==> src/rtl/regfile_wb_arbiter.sv <==
// Two-source arbiter for the register file write port, req0 has priority.
// Define WB_FAIR_EN to add the req1 starvation counter and FORCE1 state.
module regfile_wb_arbiter #(
   parameter int DATA_W     = 32,
   parameter int ADDR_W     = 5,
   parameter int STARVE_MAX = 4
) (
   input  logic              Clk,
   input  logic              rst,
   input  logic              req0_valid,
   input  logic [ADDR_W-1:0] req0_rd,
   input  logic [DATA_W-1:0] req0_data,
   output logic              req0_ready,
   input  logic              req1_valid,
   input  logic [ADDR_W-1:0] req1_rd,
   input  logic [DATA_W-1:0] req1_data,
   output logic              req1_ready,
   output logic              write,
   output logic [ADDR_W-1:0] rd,
   output logic [DATA_W-1:0] entradaWb,
   output logic              grant_id
);

   if (STARVE_MAX < 1 || STARVE_MAX > 15) begin : g_chk
      $error("STARVE_MAX out of range 1..15");
   end

   logic xfer0;
   logic xfer1;

   assign xfer0 = req0_valid & req0_ready;
   assign xfer1 = req1_valid & req1_ready;

`ifdef WB_FAIR_EN
   typedef enum logic {
      PRIO0,
      FORCE1
   } state_t;

   localparam logic [3:0] LIM = 4'(STARVE_MAX);

   state_t     state;
   state_t     state_n;
   logic [3:0] cnt;
   logic [3:0] cnt_n;

   always_comb begin
      req0_ready = 1'b0;
      req1_ready = 1'b0;
      state_n    = state;
      cnt_n      = 4'd0;
      if (!rst) begin
         unique case (state)
            PRIO0: begin
               req0_ready = req0_valid;
               req1_ready = req1_valid & ~req0_valid;
            end
            FORCE1: begin
               req1_ready = req1_valid;
               req0_ready = ~req1_valid & req0_valid;
            end
            default: ;
         endcase
      end
      // Saturating count of consecutive denied req1 cycles
      if (req1_valid && !req1_ready)
         cnt_n = (cnt >= LIM) ? LIM : cnt + 4'd1;
      unique case (state)
         PRIO0:
            if (cnt_n == LIM)
               state_n = FORCE1;
         FORCE1:
            if (!req1_valid || req1_ready)
               state_n = PRIO0;
         default: state_n = PRIO0;
      endcase
   end

   always_ff @(posedge Clk) begin
      if (rst) begin
         state <= PRIO0;
         cnt   <= 4'd0;
      end else begin
         state <= state_n;
         cnt   <= cnt_n;
      end
   end
`else
   always_comb begin
      req0_ready = ~rst & req0_valid;
      req1_ready = ~rst & req1_valid & ~req0_valid;
   end
`endif

   // Writes to $0 are accepted but never reach the port
   always_ff @(posedge Clk) begin
      if (rst) begin
         write     <= 1'b0;
         rd        <= '0;
         entradaWb <= '0;
         grant_id  <= 1'b0;
      end else if (xfer0) begin
         write <= (req0_rd != '0);
         if (req0_rd != '0) begin
            rd        <= req0_rd;
            entradaWb <= req0_data;
            grant_id  <= 1'b0;
         end
      end else if (xfer1) begin
         write <= (req1_rd != '0);
         if (req1_rd != '0) begin
            rd        <= req1_rd;
            entradaWb <= req1_data;
            grant_id  <= 1'b1;
         end
      end else begin
         write <= 1'b0;
      end
   end

endmodule

==> config.mk <==
export PLATFORM = sky130hd
export DESIGN_NAME = regfile_wb_arbiter
export DESIGN_NICKNAME = d
export VERILOG_FILES = /design/src/rtl/regfile_wb_arbiter.sv
export SDC_FILE = /design/constraint.sdc
export NUM_CORES = 1
export LEC_CHECK = 0
export BUFFER_PORTS_ARGS = -buffer_cell sky130_fd_sc_hd__buf_2
export CORE_MARGIN = 2
export CORE_UTILIZATION = 48
export DETAILED_ROUTE_END_ITERATION = 8
export GPL_ROUTABILITY_DRIVEN = 0
export MAX_ROUTING_LAYER = met4
export PLACE_DENSITY_LB_ADDON = 0.15
export RECOVER_POWER = 25
export SETUP_SLACK_MARGIN = 0.1
export SYNTH_ARGS = -nofsm -noshare
export SYNTH_HDL_FRONTEND = slang
export SYNTH_SLANG_ARGS = --single-unit
==> constraint.sdc <==
create_clock -name Clk -period 4.4 [get_ports Clk]
set_input_delay 1.32 -clock Clk [delete_from_list [all_inputs] [get_ports Clk]]
set_output_delay 1.32 -clock Clk [all_outputs]
set_load 0.05 [all_outputs]
==> results.ini <==
[timing]
slew_violations=0
setup_violations=0
max_freq_mhz=303
hold_violations=0
clock_skew_ps=0
final.setup.tns_ps=0
fin_crit_sh_pct=75.0
rsz0062_at_grt=false
worst_slew_pin_slew_ps=678
final.min_clock_period_ps=3300
slew_headroom_pct=54.8

[floorplan]
die_x_um=71.2
rows=24
dieArea_um2=5070
core_area_um2=4350
start_util_pct=49.8
die_h_um=71.2
io_pins=119

[detailed_routing]
drt_pre_antenna_iters=4
wl_per_cell_um=12.2
antenna_left=0
wl_mm=4.62
drt_iter0_markers=66
vias=1855
post-route-drc-count=0
vias_per_cell=4.88

[critical_path]
critPathBufInv=2
cp.required_ps=3080
reg2regPathDepth=2
worst-path-stages=3
cpMaxStageDelayCell=buf_2
endpoint_kind=output port
crit_end=req1_ready
crit_top_cell=buf_2
worstSetupPathType=primary input to output port
critPathLaunch=rst
reg2reg_setup_slack_ps=3540
r2r-end=entradaWb[19]
cp-start-kind=primary input
crit_chain=buf_2 -> nor3b_1 -> buf_2
cp_max_fo=3
r2r-start=entradaWb[19]
cpPeakStageDelay_ps=310
critPathTopFamily=buffers and inverters
worstPathArrival_ps=1980

[clock_network]
clkSinkCount=39
cts_resized=0
cts_root_buffer=clkbuf_8
cts_hold_buffers=0
path_clk_slew_ps=70
clock_path_buffers=2
h-tree-depth=2
cts_buffers=5
cts_setup_buffers=0
clock_latency_ps=280
tritoncts=done

[logic_synthesis]
ys_warn_count=0
syn-instance-count=216
syn_area_per_cell_um2=10.0
seq_area_frac_synth_pct=36.0
synth_top_area_share_pct=36.0
synth_area_um2=2170
synth.net_count=294
yosysTopAreaCell=dfxtp_1
synth_cell_types=16
synth-seq-cells=39
synthTopCellsByArea=dfxtp_1, mux2i_1, mux2_4

[finish]
syn_to_final_growth_pct=29.7
nFillCells=389
num_antenna_cells=0
final_layout_size_suffix_gt1_share_pct=40.9
layout.nets=405
regArea_um2=781
design_area_um2=2810
finalNonFillerCells=380
multi_input_area_um2=1300

[global_route]
first_global_vias=1698
antenna_found_initial=0
grt_max_degree=76
grt-ovfl-total=0
grt_pass1_wl_mm=7.13
track_usage_pct=18.1

[power]
powerDensity_nw_per_um2=315
p_leak_nw=1.45
vdd_ir_drop_max_v=0.000219
power_mw=0.887

[placement]
port_buffers=118
postPlaceCellArea_um2=2760
dp_cells=372
dpl.hpwl_mm=3.36

[outcome]
status=finished clean

[run]
cap_violations=0

[worst_hold_path]
hold_class=register to register

## cell type report
type / count / share of cell area, %
Timing Repair Buffer: 121 / 20.9
Clock buffer: 7 / 2.71
Tap cell: 52 / 2.31
Sequential cell: 39 / 27.7
Clock inverter: 1 / 0.178
Multi-Input combinational cell: 160 / 46.2
## cell usage in the layout, fill, tap and decap left out, drive strengths merged
cell type,Yosys,layout
a21oi,1,1
buf,8,101
clkbuf,9,27
clkinv,0,1
dfxtp,39,39
mux2,37,37
mux2i,37,37
nand2,2,2
nor2,37,37
nor2b,39,39
nor3b,1,1
o21ai,4,4
or4,2,2
## state kept, by name, summed over array words and instances (netlist names)
name and flops:
entradaWb 32, grant_id 1, rd 5, write 1
## metrics by stage
step                      worst slack [ps]  hold WS, ps  utilization [%]
after floorplan                        454          671                -
after global placement                1100          445             63.3
after detailed placement              1100          451             63.3
after CTS                             1100          461             65.2
after global routing                   989          504             64.6
final                                 1100          466             64.6
## cells in the mapped netlist
cell	instances
o21ai_0	2
mux2_1	11
mux2_4	19
nor3b_1	1
mux2i_1	37
o21ai_1	2
or4_1	2
clkbuf_1	9
nor2_1	37
buf_6	3
dfxtp_1	39
nand2_1	2
buf_2	5
mux2_2	7
nor2b_1	39
a21oi_1	1
## cell families (layout without fill, tap and decap cells)
logic type	Yosys count	in the layout	synth area share, %
and+or+nand+nor	81	81	19.0
muxes	74	74	39.6
DFF	39	39	36.0
buffers and inverters	17	129	4.27
AOI/OAI and AO/OA	5	5	1.15
## layer usage
metal | GRT usage, % | vias to the layer above | wire length (um)
li1 | - | 944 | -
met5 | - | - | 0
met1 | 20.5 | 828 | 2070
met2 | 30.9 | 73 | 2130
met4 | 7.76 | 0 | 89
met3 | 3.80 | 10 | 340
## worst min-delay path by stage
stage	start	end	slack, ps	cells after the start
after floorplan	grant_id	grant_id	670	2
after global placement	grant_id	grant_id	440	2
after detailed placement	grant_id	grant_id	450	2
after CTS	grant_id	grant_id	460	2
after global routing	grant_id	grant_id	500	2
final	grant_id	grant_id	470	2
## worst min-delay path, delay by kind of cell (launching register included)
| kind | cells | cell delay [ps] |
|---|---|---|
| compound gates | 1 | 50 |
| flops | 1 | 310 |
| simple gates | 1 | 50 |
## report_power, final
part | switching (mW) | internal (mW) | leakage (nW)
Clock | 0.118 | 0.111 | 0.0422
Sequential | 0.0110 | 0.379 | 0.321
Combinational | 0.167 | 0.101 | 1.08
No activity file was read; power rests on OpenSTA's default activity.
